--- src/rtl/reg_port_arbiter.sv ---
// rtl/reg_port_arbiter.sv - two-requester round-robin arbiter in front of a register-file port
//
// Purpose: serialises register-file commands from requesters A (index 0) and
// B (index 1). A granted command is issued to the register file for one
// cycle. For reads, the operands are captured the following cycle and then
// returned to the requester with a valid/ready handshake.
//
// Ports:
//   clk, rst                       clock, synchronous active-high reset
//   req_i, rd_i, wr_i              per-requester request level and command flags
//   wsel_i, rsel1_i, rsel2_i       per-requester selects (A in the low slice)
//   wdata_i                        per-requester write data (A in the low slice)
//   gnt_o                          one-cycle grant pulse, coincides with the issue cycle
//   rsp_valid_o, rsp_ready_i       per-requester read-response handshake
//   rdata1_o, rdata2_o             shared read-response data
//   rf_en_o, rf_rd_o, rf_wr_o      register-file strobes
//   rf_sel_i_o, rf_sel_o1_o/o2_o   register-file write / read selects
//   rf_ip_o                        register-file write data
//   rf_op1_i, rf_op2_i             register-file read data, one cycle after rf_rd_o
module reg_port_arbiter #(
   parameter int DW = 32,
   parameter int AW = 4
) (
   input  logic            clk,
   input  logic            rst,
   input  logic [1:0]      req_i,
   input  logic [1:0]      rd_i,
   input  logic [1:0]      wr_i,
   input  logic [2*AW-1:0] wsel_i,
   input  logic [2*AW-1:0] rsel1_i,
   input  logic [2*AW-1:0] rsel2_i,
   input  logic [2*DW-1:0] wdata_i,
   output logic [1:0]      gnt_o,
   output logic [1:0]      rsp_valid_o,
   input  logic [1:0]      rsp_ready_i,
   output logic [DW-1:0]   rdata1_o,
   output logic [DW-1:0]   rdata2_o,
   output logic            rf_en_o,
   output logic            rf_rd_o,
   output logic            rf_wr_o,
   output logic [AW-1:0]   rf_sel_i_o,
   output logic [AW-1:0]   rf_sel_o1_o,
   output logic [AW-1:0]   rf_sel_o2_o,
   output logic [DW-1:0]   rf_ip_o,
   input  logic [DW-1:0]   rf_op1_i,
   input  logic [DW-1:0]   rf_op2_i
);

   typedef enum logic [1:0] {IDLE, ISSUE, WAIT, RESP} state_t;

   state_t          state_q, state_d;
   logic            last_q, last_d;     // requester granted most recently (1 = B)
   logic            owner_q, owner_d;   // requester owning the command in flight
   logic [1:0]      gnt_q, gnt_d;
   logic [1:0]      rsp_valid_q, rsp_valid_d;
   logic            rf_en_q, rf_en_d;
   logic            rf_rd_q, rf_rd_d;
   logic            rf_wr_q, rf_wr_d;
   logic [AW-1:0]   sel_i_q, sel_i_d;
   logic [AW-1:0]   sel_o1_q, sel_o1_d;
   logic [AW-1:0]   sel_o2_q, sel_o2_d;
   logic [DW-1:0]   ip_q, ip_d;
   logic [DW-1:0]   rdata1_q, rdata1_d;
   logic [DW-1:0]   rdata2_q, rdata2_d;
   logic            win;

   // A lone requester wins; with both requesting, the one not granted last wins.
   always_comb begin
      win = 1'b0;
      if (req_i == 2'b01)
         win = 1'b0;
      else if (req_i == 2'b10)
         win = 1'b1;
      else
         win = ~last_q;
   end

   always_comb begin
      state_d     = state_q;
      last_d      = last_q;
      owner_d     = owner_q;
      gnt_d       = 2'b00;
      rsp_valid_d = rsp_valid_q;
      rf_en_d     = 1'b0;
      rf_rd_d     = 1'b0;
      rf_wr_d     = 1'b0;
      sel_i_d     = sel_i_q;
      sel_o1_d    = sel_o1_q;
      sel_o2_d    = sel_o2_q;
      ip_d        = ip_q;
      rdata1_d    = rdata1_q;
      rdata2_d    = rdata2_q;

      case (state_q)
         IDLE: begin
            // Issue outputs are registered here so they appear together
            // with the grant pulse in the ISSUE cycle.
            if (req_i != 2'b00) begin
               state_d  = ISSUE;
               owner_d  = win;
               last_d   = win;
               gnt_d    = win ? 2'b10 : 2'b01;
               rf_en_d  = 1'b1;
               rf_rd_d  = rd_i[win];
               rf_wr_d  = wr_i[win];
               sel_i_d  = win ? wsel_i[2*AW-1:AW]   : wsel_i[AW-1:0];
               sel_o1_d = win ? rsel1_i[2*AW-1:AW]  : rsel1_i[AW-1:0];
               sel_o2_d = win ? rsel2_i[2*AW-1:AW]  : rsel2_i[AW-1:0];
               ip_d     = win ? wdata_i[2*DW-1:DW]  : wdata_i[DW-1:0];
            end
         end
         ISSUE: begin
            state_d = rf_rd_q ? WAIT : IDLE;
         end
         WAIT: begin
            // Register-file read data is valid the cycle after the strobe.
            state_d     = RESP;
            rdata1_d    = rf_op1_i;
            rdata2_d    = rf_op2_i;
            rsp_valid_d = owner_q ? 2'b10 : 2'b01;
         end
         RESP: begin
            if (rsp_ready_i[owner_q]) begin
               state_d     = IDLE;
               rsp_valid_d = 2'b00;
            end
         end
         default: state_d = IDLE;
      endcase
   end

   always_ff @(posedge clk) begin
      if (rst) begin
         state_q     <= IDLE;
         last_q      <= 1'b1;   // B counts as last granted, so A wins first tie
         owner_q     <= 1'b0;
         gnt_q       <= 2'b00;
         rsp_valid_q <= 2'b00;
         rf_en_q     <= 1'b0;
         rf_rd_q     <= 1'b0;
         rf_wr_q     <= 1'b0;
         sel_i_q     <= '0;
         sel_o1_q    <= '0;
         sel_o2_q    <= '0;
         ip_q        <= '0;
         rdata1_q    <= '0;
         rdata2_q    <= '0;
      end else begin
         state_q     <= state_d;
         last_q      <= last_d;
         owner_q     <= owner_d;
         gnt_q       <= gnt_d;
         rsp_valid_q <= rsp_valid_d;
         rf_en_q     <= rf_en_d;
         rf_rd_q     <= rf_rd_d;
         rf_wr_q     <= rf_wr_d;
         sel_i_q     <= sel_i_d;
         sel_o1_q    <= sel_o1_d;
         sel_o2_q    <= sel_o2_d;
         ip_q        <= ip_d;
         rdata1_q    <= rdata1_d;
         rdata2_q    <= rdata2_d;
      end
   end

   assign gnt_o       = gnt_q;
   assign rsp_valid_o = rsp_valid_q;
   assign rdata1_o    = rdata1_q;
   assign rdata2_o    = rdata2_q;
   assign rf_en_o     = rf_en_q;
   assign rf_rd_o     = rf_rd_q;
   assign rf_wr_o     = rf_wr_q;
   assign rf_sel_i_o  = sel_i_q;
   assign rf_sel_o1_o = sel_o1_q;
   assign rf_sel_o2_o = sel_o2_q;
   assign rf_ip_o     = ip_q;

endmodule

--- config.mk ---
export PLATFORM = sky130hd
export DESIGN_NAME = reg_port_arbiter
export DESIGN_NICKNAME = d
export VERILOG_FILES = /design/src/rtl/reg_port_arbiter.sv
export SDC_FILE = /design/constraint.sdc
export NUM_CORES = 1
export LEC_CHECK = 0
export BUFFER_PORTS_ARGS = -buffer_cell sky130_fd_sc_hd__buf_4
export CAP_MARGIN = 0
export CORE_AREA = 2 2 143 145
export DETAILED_ROUTE_END_ITERATION = 10
export DIE_AREA = 0 0 145 147
export GPL_TIMING_DRIVEN = 0
export MAX_ROUTING_LAYER = met4
export PLACE_DENSITY_LB_ADDON = 0.15
export SLEW_MARGIN = 20
export SYNTH_ARGS = -nofsm -noshare
export SYNTH_HDL_FRONTEND = slang
export SYNTH_SLANG_ARGS = --single-unit
export TNS_END_PERCENT = 30
--- constraint.sdc ---
create_clock -name clk -period 3.4 [get_ports clk]
set_clock_uncertainty 0.05 [all_clocks]
set_input_delay 0.34 -clock clk [delete_from_list [all_inputs] [get_ports clk]]
set_output_delay 0.34 -clock clk [all_outputs]
set_load 0.01 [all_outputs]
# Word level (Yosys, flattened, before mapping)
# Index checks and enable logic that the tools add are counted.
# op_classes
order_cmp	2
n_eq_ne	7
mux	20
n_bitwise	3
n_reduce_logical	8
# op_table
cell	n
32-bit 2-to-1 mux	1
4-bit 2-to-1 mux	3
2-bit 2-to-1 mux	5
1-bit 2-to-1 mux	9
2-bit case mux with 4 select lines	1
2-bit equality test (second input constant)	3
2-bit AND reduction	3
2-bit by 1-bit equality test with 1-bit output (second input constant)	2
1-bit by 2-bit less-than comparator with 1-bit output (second input constant)	2
2-bit inequality test (second input constant)	2
2-bit case mux with 2 select lines	1
2-bit nonzero test	2
1-bit inverter	3
3-bit OR reduction	1
2-bit logical NOT	1
2-bit OR reduction	1
# totals
register_bits	119
inputBits	162
out_inout_bits	115
wordCells	54

# Depth between registers and ports, before layout
# Gate-level depths: netlist of run 1.
# logic_depth
depth_word	5
ltp_mapped	6

# Least setup slack after synthesis of run 1
# Ideal clock, no wire load.
# synth_timing
path_type	register to register
start	register (tool-made name)
end	register ip_q[5], in the netlist rf_ip_o[5]
setup_ns	0.145
arrival_time_ns	1.233
t_required_ns	3.205
slack_ns	1.973
path_stages_with_launch	7
n_path_buf	2
period_less_slack_ns	1.427
cell_sequence	dfxtp_1 nor2_1 o21ai_2 buf_4 buf_4 a21oi_1 a211oi_2
# synth_rtl
element	line_no	source
to (signal assigned)	160	ip_q <= ip_d;
to (decl)	62	logic [DW-1:0] ip_q, ip_d;

==> impl_metrics.csv, run 1 <==
group,metric,value,unit
timing,fmax,597,MHz
placed_design,hpwl,12.7,mm
clock_tree,cts_root_buffer,"clkbuf_16",
worst_setup_path,max_stage_delay,0.35,ns
global_routing,grt_pass1_vias,4925,
pwr,max-vdd-ir-drop,0.000321,V
global_routing,grt_pass1_wl,26.9,mm
worst_setup_path,cp.depth,6,
worst_setup_path,cp-start-kind,"flip-flop",
floorplanning,start_util,0.246,
yosys,synth-compound-area-share,0.259,
worst_setup_path,path_cells,"nor2_1 > o21a_1 > buf_4 > buf_2 > nor2_1 > a211oi_2",
worst_setup_path,crit_slowest_cell,"dfxtp_1",
placed_design,place_inst,1116,
worst_setup_path,worstSetupPathType,"reg2reg",
yosys,synth-edff-count,0,
clock_tree,cts_tree,"built",
layout,layout.cells.non_filler,1148,
yosys,synthTopCellsByArea,"dfxtp_1, nand2_1, a211oi_2, a21oi_1, a21oi_2",
worst_setup_path,cp_max_fo,10,
worst_setup_path,reg2reg_slack,1.72,ns
clock_tree,cts_setup_buffers,0,
clock_tree,clock_path_buffers,2,
pwr,p_leak,3.36,nW
timing,relSlewSlack,0.497,
layout,most-common-layout-cells,"buf_4, nand2_1, dfxtp_1, a21oi_1, nor2_1",
clock_tree,htreeDepth,4,
drt,drt_iter0_markers,136,
worst_setup_path,worstRegToRegCells,6,
yosys,synthMuxAreaShare,0.00641,
clock_tree,cts.repair.resized,0,
floorplanning,fp.dieH,147,µm
floorplanning,num_rows,52,
yosys,ys_seq_elements,119,
clock_tree,cts_buffers,17,
yosys,synth_flop_cell,"dfxtp_1",
timing,max_slew.worst_pin.slew,0.754,ns
yosys,synth_simple_gate_area_share,0.188,
worst_setup_path,critPathRequiredTime,3.68,ns
yosys,ys_warn_count,0,
min_path,min_path_cells,3,
min_path,whs_endpoint,"rdata2_o[6]",
yosys,synth_top_family_by_area,"compound AO/OA/AOI/OAI gates",
layout,fillers,2105,
yosys,synth_nets,733,
global_routing,overflow,0,
worst_setup_path,critPathBufInv,2,
status,run_status,"finished, final reports clean",
worst_setup_path,cp-end-kind,"flip-flop",
yosys,synthDistinctLibCells,31,
drt,vias,4904,
yosys,async_reset_ff_frac,0,
timing,slew_violations,0,
pwr,p_comb_frac,0.168,
pwr,powerDensity,540,nW/µm²
clock_tree,clk_pin_slew_worst_paths,0.06,ns
floorplanning,dieArea,21300,µm²
run,maxCapViolations,0,
drt,drc,0,
placed_design,gp_congestion,0.773,
drt,wl_per_cell,14.9,µm
yosys,synth_xor_area_frac,0,
floorplanning,core_area,19800,µm²
yosys,ys_seq_area_frac,0.488,
floorplanning,die_w,145,µm
clock_tree,clk_latency,0.41,ns
worst_setup_path,cp_common_cell,"nor2_1",
yosys,avgSynthCellArea,8.54,µm²
drt,routed_wl,17.1,mm
global_routing,track_usage,0.165,
timing,final_hold_viol_count,0,
pwr,internal-power,0.00320,W
timing,rsz0062_at_grt,"no",
floorplanning,ios,277,
pwr,clkPwrFrac,0.477,
worst_setup_path,crit_family,"buffers and inverters",
global_routing,grt_antenna_before_repair,0,
clock_tree,cts.sinks,119,
placed_design,io_buffer_count,275,
yosys,post_synth_fa_ha_maj_area_fraction,0,
min_path,hold_path.class,"in2reg",
timing,timing.final.crit_share,0.493,
layout,area_delta_synth_final,62.9,%
layout,final_common_cell,"buf_4",
layout,final_layout_size_suffix_gt1_frac,0.454,
drt,antenna_left,0,
worst_setup_path,worst_ep_arrival_time,1.96,ns
yosys,syn-cell-area,4880,µm²
timing,setup_viol,0,
yosys,yosysTopAreaCell,"dfxtp_1",
drt,vias_per_cell,4.27,
worst_setup_path,r2r-end,"rf_sel_o2_o[2]",
timing,setup_total_negative_slack,0,ns
global_routing,grt_max_degree,17,
yosys,syn_inst,571,
timing,fin_crit,1.68,ns
drt,first_pass_iters,4,
pwr,switching_power,0.00109,W
pwr,swShare,0.253,
pwr,pwr-share-seq,0.355,
layout,nets,1027,
yosys,synth_top_area_share,0.488,
clock_tree,hold_buffers,0,
layout,antennaDiodeCount,0,
min_path,min-delay-start,"rf_op2_i[6]",
-- power by group through the flow --
stage	clock network (W)	registers, W	logic (W)
2_1_floorplan	0	0.00159	0.000335
3_3_place_gp	0	0.00155	0.000739
3_5_place_dp	0	0.00155	0.000736
4_1_cts	0.00210	0.00152	0.000737
5_1_grt	0.00217	0.00153	0.000791
6_report	0.00205	0.00152	0.000722
-- worst max path at each step --
| stage | slack (ns) | endpoint | from |
|---|---|---|---|
| after floorplan | 1.97 | rf_ip_o[5] | flip-flop |
| after global placement | 1.48 | rf_ip_o[9] | rst |
| after detailed placement | 1.49 | rf_ip_o[9] | rst |
| after CTS | 1.68 | rf_ip_o[5] | flip-flop |
| after global routing | 1.56 | rf_ip_o[5] | flip-flop |
| final | 1.72 | rf_sel_o2_o[2] | flip-flop |
-- routing by layer --
layer | wire (µm) | global-route usage
met4 | 240 | 0.0525
met3 | 1110 | 0.0512
met2 | 7490 | 0.245
met5 | 0 | -
met1 | 8290 | 0.215
-- cells in the mapped netlist (2+ instances only) --
cell type,count
nor2_1,50
buf_6,2
a21oi_1,81
a211oi_2,38
a211oi_1,6
buf_4,7
nand2_1,178
clkbuf_1,16
a21oi_2,30
buf_12,3
dfxtp_1,119
inv_1,2
mux2i_1,2
o21ai_0,2
nor3_1,4
buf_2,7
buf_1,10
-- metrics by stage --
step	utilization	setup WS, ns	power [W]	instance area [µm²]	hold slack [ns]
2_1_floorplan	-	1.97	0.00192	4880	0.426
3_3_place_gp	0.367	1.48	0.00229	7280	0.393
3_5_place_dp	0.367	1.49	0.00229	7280	0.397
4_1_cts	0.400	1.68	0.00437	7940	0.0993
5_1_grt	0.400	1.56	0.00449	7940	0.107
6_report	0.400	1.72	0.00429	7940	0.122
-- registers in the layout (all words and copies together), names as in the netlist, 2 cells and up, named ones only --
register	flops
rf_sel_i_o	4
gnt_o	2
rf_sel_o2_o	4
rf_sel_o1_o	4
rdata1_o	32
rdata2_o	32
rf_ip_o	32
rsp_valid_o	2
-- cell type report --
type	count	area, µm²	share of cell area
multi-input cells	404	2210	0.279
clock inverters	11	193	0.0243
repair buffers	275	2060	0.260
inverters	2	7.51	0.000945
well taps	270	338	0.0425
clock buffers	21	470	0.0592
plain buffers	46	275	0.0347
flip-flops and latches	119	2380	0.300
-- tightest hold or removal path, cell delays in order --
cell	delay, ns
buf_4	0.11
nand2_1	0.05
a21oi_1	0.05
-- kinds of logic (layout without fill, tap and decap cells) --
kind of cell    count (synthesis)  count (layout)
simple gates                  237             237
flops                         119             119
buf+inv                        48             355
mux                             3               3
compound gates                164             164
(Power assumes the default switching activity.)
==> run 2, diff against run 1 <==
--- a/config.mk
+++ b/config.mk
@@ -5,11 +5,12 @@
 export SDC_FILE = /design/constraint.sdc
 export NUM_CORES = 1
 export LEC_CHECK = 0
+export ABC_AREA = 1
 export BUFFER_PORTS_ARGS = -buffer_cell sky130_fd_sc_hd__buf_4
 export CAP_MARGIN = 0
-export CORE_AREA = 2 2 143 145
+export CORE_AREA = 2 2 145 147
 export DETAILED_ROUTE_END_ITERATION = 10
-export DIE_AREA = 0 0 145 147
+export DIE_AREA = 0 0 147 149
 export GPL_TIMING_DRIVEN = 0
 export MAX_ROUTING_LAYER = met4
 export PLACE_DENSITY_LB_ADDON = 0.15
==> constraint.sdc (replaced) <==
create_clock -name clk -period 1.5 [get_ports clk]
set_clock_uncertainty 0.05 [all_clocks]
set_input_delay 0.15 -clock clk [delete_from_list [all_inputs] [get_ports clk]]
set_output_delay 0.15 -clock clk [all_outputs]
set_load 0.01 [all_outputs]
==> run 2 against run 1 <==
  * Fmax is 21% higher
  * Final cell count is 22% higher
  * Total power is 130% higher
  * Synthesized cell count is 27% higher
  * Worst setup slack worse by 1.6 ns
  * First-iteration DRC count is 3.7% higher
  * Utilization is 3.8 points higher
  * Via count is 19% higher
  * Sequential share of layout area is 3.6 points lower
  * Non-clock buffer count is 97 higher
  * Routed wire length is 9.8% higher
  * Synthesized area is 2.9% higher
  * Highest routed layer unchanged
==> impl_metrics.csv, run 2 <==
group,metric,value,unit
status,run_status,"finished, final reports clean",
timing,timing.final.crit_share,0.924,
yosys,ys_seq_area_frac,0.475,
pwr,clkPwrFrac,0.456,
clock_tree,clk_latency,0.41,ns
timing,max_slew.worst_pin.slew,0.488,ns
clock_tree,cts_buffers,17,
yosys,synthTopCellsByCount,"nor2_1, dfxtp_1, o21ai_0, nand2_1, inv_1",
global_routing,grt_max_degree,17,
pwr,p_comb_frac,0.188,
drt,vias,5828,
worst_setup_path,critPathRequiredTime,1.75,ns
clock_tree,htreeDepth,4,
floorplanning,start_util,0.244,
yosys,avgSynthCellArea,6.94,µm²
layout,multiInputGateArea,2170,µm²
timing,fmax,721,MHz
timing,rsz0062_at_grt,"yes",
layout,utilization,0.439,
timing,slew_violations,0,
drt,antenna_left,0,
clock_tree,clk_pin_slew_worst_paths,0.06,ns
floorplanning,fp.dieH,149,µm
pwr,swShare,0.264,
layout,stdcell_area,9010,µm²
floorplanning,die_w,147,µm
pwr,max-vdd-ir-drop,0.000642,V
run,maxCapViolations,0,
yosys,async_reset_ff_frac,0,
yosys,synth-edff-count,0,
timing,relSlewSlack,0.675,
worst_setup_path,worstSetupPathType,"reg2reg",
yosys,synthTopCellsByArea,"dfxtp_1, nor2_1, o21ai_0, a21oi_1, nand3_1",
global_routing,overflow,0,
drt,drc,0,
yosys,synth_top_area_share,0.475,
global_routing,grt_pass1_wl,29.9,mm
worst_setup_path,cp_max_fo,10,
timing,fin_hold_ws,0.0186,ns
drt,wl_per_cell,13.5,µm
timing,setup_viol,0,
layout,area_delta_synth_final,79.6,%
worst_setup_path,cp-end-kind,"flip-flop",
clock_tree,cts_root_buffer,"clkbuf_16",
drt,drt_iter0_markers,141,
layout,final_layout_size_suffix_gt1_frac,0.318,
floorplanning,num_rows,53,
pwr,switching_power,0.00260,W
layout,antennaDiodeCount,0,
placed_design,hpwl,13.7,mm
floorplanning,dieArea,21900,µm²
clock_tree,clock_path_buffers,2,
pwr,powerDensity,1090,nW/µm²
floorplanning,core_area,20600,µm²
clock_tree,cts.sinks,119,
layout,layout.cells.non_filler,1396,
pwr,internal-power,0.00724,W
min_path,hold_path.class,"in2reg",
drt,first_pass_iters,4,
yosys,synth_nets,885,
placed_design,dpl-instance-area,7440,µm²
yosys,synth_flop_cell,"dfxtp_1",
yosys,yosysTopAreaCell,"dfxtp_1",
layout,most-common-layout-cells,"buf_4, nor2_1, dfxtp_1, dlygate4sd3_1, o21ai_0",
floorplanning,ios,277,
placed_design,io_buffer_count,276,
timing,final_hold_viol_count,0,
yosys,ys_warn_count,0,
pwr,pwr-share-seq,0.356,
layout,final_common_cell,"buf_4",
layout,nets,1270,
placed_design,gp_congestion,0.823,
pwr,p_leak,4.57,nW
global_routing,grt_antenna_before_repair,0,
placed_design,place_inst,1274,
timing,fin_crit,1.39,ns
yosys,syn_inst,723,
yosys,yosysMostFrequentCell,"nor2_1",
layout,ff_latch_area,2380,µm²
drt,vias_per_cell,4.17,
worst_setup_path,cp-start-kind,"flip-flop",
layout,fillers,2161,
clock_tree,cts_tree,"built",
drt,routed_wl,18.8,mm
worst_setup_path,worst_ep_arrival_time,1.64,ns
yosys,synthDistinctLibCells,20,
yosys,syn-cell-area,5020,µm²
yosys,ys_seq_elements,119,
clock_tree,cts_setup_buffers,0,
global_routing,track_usage,0.178,
global_routing,grt_pass1_vias,5838,
run 2: power by group through the flow:
stage               combinational [W]  sequential (W)  clock, W
floorplan                    0.000686         0.00365         0
global placement              0.00167         0.00357         0
detailed placement            0.00166         0.00357         0
CTS                           0.00186         0.00351   0.00461
global route                  0.00206         0.00353   0.00474
finish                        0.00185         0.00350   0.00449
run 2: routing by layer:
metal | global-route usage | wire, µm
met5 | - | 0
met1 | 0.214 | 8440
met4 | 0.0601 | 269
met2 | 0.282 | 8580
met3 | 0.0566 | 1520
run 2: worst paths after layout:
kind	slack, ns	start	to	cells after the start
hold / removal	0.02	rsel1_i[0]	rf_sel_o1_o[0]	5
setup / recovery	0.11	last_q	rf_ip_o[30]	6
hold reg to reg	0.45	rdata1_o[21]	rdata1_o[21]	2
setup reg to reg	0.11	last_q	rf_ip_o[30]	6
run 2: logic make-up (layout without fill, tap and decap cells):
kind of cell    after synthesis  after routing  share of synthesized area
flops                       119            119                      0.475
compound gates              160            160                      0.160
buf+inv                     107            505                     0.0942
simple gates                337            337                      0.271
run 2: layout make-up:
class | instances | share of cell area
Buffer | 52 | 0.0318
Clock buffer | 19 | 0.0502
Tap cell | 275 | 0.0382
Inverter | 55 | 0.0229
Sequential cell | 119 | 0.264
Multi-Input combinational cell | 497 | 0.241
Timing Repair Buffer | 366 | 0.330
Clock inverter | 13 | 0.0215
run 2: what timing repair did:
| action | CTS | global route |
|---|---|---|
| hold buffers | 90 | 0 |
| resized for setup | 4 | 18 |
| pin swaps | 0 | 0 |
| endpoints found under the hold margin | 93 | 0 |
| endpoints found under the setup margin | 13 | 56 |
run 2: metrics by stage:
step           worst slack (ns)  total power, W  setup TNS (ns)
3_5_place_dp            -0.0673         0.00523          -0.504
5_1_grt                 -0.0141          0.0103         -0.0198
6_report                  0.113         0.00984               0
4_1_cts                 0.00167         0.00998               0
3_3_place_gp            -0.0359         0.00523          -0.229
2_1_floorplan             0.340         0.00434               0
run 2: worst max-delay path: stages (launching register included):
cell	delay (ns)
dfxtp_1	0.32
nand2_1	0.09
nand2_4	0.15
buf_1	0.36
a21oi_1	0.12
nor2_1	0.14
nor2_1	0.05
==> run 3, diff against run 2 <==
--- a/config.mk
+++ b/config.mk
@@ -8,9 +8,9 @@
 export ABC_AREA = 1
 export BUFFER_PORTS_ARGS = -buffer_cell sky130_fd_sc_hd__buf_4
 export CAP_MARGIN = 0
-export CORE_AREA = 2 2 145 147
+export CORE_AREA = 2 2 116 118
 export DETAILED_ROUTE_END_ITERATION = 10
-export DIE_AREA = 0 0 147 149
+export DIE_AREA = 0 0 118 120
 export GPL_TIMING_DRIVEN = 0
 export MAX_ROUTING_LAYER = met4
 export PLACE_DENSITY_LB_ADDON = 0.15
==> run 3 against run 2 <==
  * Clock power is 12% lower
  * Sequential power hardly changed
  * Clock-buffer cell count is 2 higher
  * Cell area is 4.4% lower
  * First-iteration DRC count is 110% higher
  * Total power is 6.0% lower
  * Combinational power is 3% lower
==> impl_metrics.csv, run 3 (synthesized netlist as in run 2, its figures left out) <==
group,metric,value,unit
status,run_status,"finished, final reports clean",
global_routing,grt_pass1_wl,28.5,mm
timing,final_hold_viol_count,0,
global_routing,overflow,0,
timing,max_slew.worst_pin.slew,0.468,ns
layout,final_layout_size_suffix_gt1_frac,0.323,
clock_tree,cts.sinks,119,
worst_setup_path,reg2reg_slack,0.14,ns
min_path,min-delay-start,"wdata_i[0]",
floorplanning,ios,277,
floorplanning,fp.dieH,120,µm
min_path,min_path_cells,5,
clock_tree,clock_path_buffers,2,
timing,rsz0062_at_grt,"no",
global_routing,grt_antenna_before_repair,0,
worst_setup_path,path_cells,"nand2_1 > nand2_2 > clkbuf_1 > a21oi_1 > nor2_1 > nor2_1",
layout,antennaDiodeCount,0,
floorplanning,die_w,118,µm
timing,slew_violations,0,
global_routing,grt_use_met2,0.428,
placed_design,dpl-instance-area,7310,µm²
clock_tree,cts_buffers,17,
floorplanning,start_util,0.387,
worst_setup_path,critPathBufInv,1,
drt,antenna_left,0,
clock_tree,cts_tree,"built",
timing,setup_total_negative_slack,0,ns
clock_tree,clk_latency,0.41,ns
layout,final_common_cell,"buf_4",
drt,wl_per_cell,13.7,µm
worst_setup_path,max_stage_delay,0.34,ns
layout,nets,1251,
global_routing,track_usage,0.259,
timing,fmax,734,MHz
placed_design,gp_congestion,0.847,
floorplanning,core_area,13000,µm²
worst_setup_path,cp_max_fo,10,
worst_setup_path,cp-start-kind,"flip-flop",
layout,fillers,1128,
global_routing,busiest_layer,"met2",
layout,most-common-layout-cells,"buf_4, nor2_1, dfxtp_1, dlygate4sd3_1, o21ai_0",
worst_setup_path,worstSetupPathType,"reg2reg",
min_path,whs_endpoint,"rf_ip_o[0]",
drt,drc,0,
pwr,p_leak,4.46,nW
drt,routed_wl,17.5,mm
timing,relSlewSlack,0.688,
clock_tree,htreeDepth,4,
worst_setup_path,r2r-start,"last_q",
drt,vias_per_cell,4.67,
timing,setup_viol,0,
timing,fin_crit,1.36,ns
worst_setup_path,cp_common_cell,"nor2_1",
global_routing,gr-usage-met1,0.300,
worst_setup_path,worstRegToRegCells,6,
timing,timing.final.crit_share,0.908,
floorplanning,num_rows,42,
clock_tree,clk_pin_slew_worst_paths,0.06,ns
run,maxCapViolations,0,
drt,vias,5963,
layout,stdcell_area,8620,µm²
worst_setup_path,worst_ep_arrival_time,1.62,ns
global_routing,grt_use_met3,0.0680,
worst_setup_path,crit_slowest_cell,"clkbuf_1",
global_routing,grt_pass1_vias,5858,
worst_setup_path,r2r-end,"rf_ip_o[21]",
pwr,max-vdd-ir-drop,0.000717,V
layout,area_delta_synth_final,71.7,%
floorplanning,dieArea,14200,µm²
global_routing,grt_max_degree,17,
worst_setup_path,crit_family,"simple AND/OR/NAND/NOR gates",
drt,drt_iter0_markers,296,
pwr,powerDensity,1070,nW/µm²
placed_design,io_buffer_count,276,
worst_setup_path,critPathRequiredTime,1.76,ns
worst_setup_path,cp-end-kind,"flip-flop",
placed_design,hpwl,12.1,mm
clock_tree,cts_root_buffer,"clkbuf_16",
min_path,hold_path.class,"in2reg",
drt,first_pass_iters,5,
## run 3: stage by stage
step	std cells	setup WS, ns	util	hold slack (ns)	power (W)
after floorplan	723	0.340	-	0.169	0.00434
after global placement	1175	0.0648	0.563	0.290	0.00518
after detailed placement	1175	-0.00721	0.563	0.305	0.00520
after CTS	1277	0.0634	0.662	0.000200	0.00929
after global routing	1277	0.00110	0.664	0.0229	0.00970
final	1277	0.138	0.664	0.0110	0.00925
## run 3: layout make-up
cell class / instances / area (µm²) / area share
clock inverters: 10 / 103 / 0.0119
inverters: 55 / 206 / 0.0239
clock buffers: 21 / 470 / 0.0546
flip-flops and latches: 119 / 2380 / 0.276
multi-input cells: 497 / 2160 / 0.251
plain buffers: 52 / 290 / 0.0337
well taps: 176 / 220 / 0.0255
repair buffers: 347 / 2780 / 0.323
## run 3: worst max path at each step
stage / startpoint / slack (ns) / end / cells after the start
final: last_q / 0.14 / rf_ip_o[21] / 6
after global routing: state_q[0] / 0.001 / rf_ip_o[29] / 7
after CTS: flip-flop / 0.06 / rf_ip_o[10] / 7
after detailed placement: rst / -0.007 / rdata2_o[2] / 6
after global placement: rst / 0.06 / rdata2_o[31] / 6
after floorplan: flip-flop / 0.34 / rf_ip_o[10] / 7
## run 3: worst reg2reg max path: cells and delay by family (launching register included)
family	cells	cell delay, ns
AO/OA/AOI/OAI	1	0.13
AND/OR/NAND/NOR	4	0.41
buffers and inverters	1	0.34
flip-flops	1	0.32
## run 3: power breakdown
group | leakage (nW) | switching, W | total, W | internal [W]
logic | 3.20 | 0.000863 | 0.00180 | 0.000937
registers | 0.974 | 0.000124 | 0.00351 | 0.00339
clock network | 0.288 | 0.00140 | 0.00394 | 0.00254
## run 3: timing repair
item / 4_1_cts / 5_1_grt
gates resized for setup: 0 / 25
hold buffers: 71 / 0
hold endpoints to repair: 74 / 0
setup endpoints to repair: 0 / 94
buffers inserted: 0 / 0
## run 3: per-layer routing
layer / part of all wire / up-vias / wire length [µm]
li1: - / 3040 / -
met1: 0.42 / 2642 / 7390
met2: 0.47 / 247 / 8320
met3: 0.079 / 34 / 1390
met4: 0.025 / 0 / 438
met5: 0 / - / 0
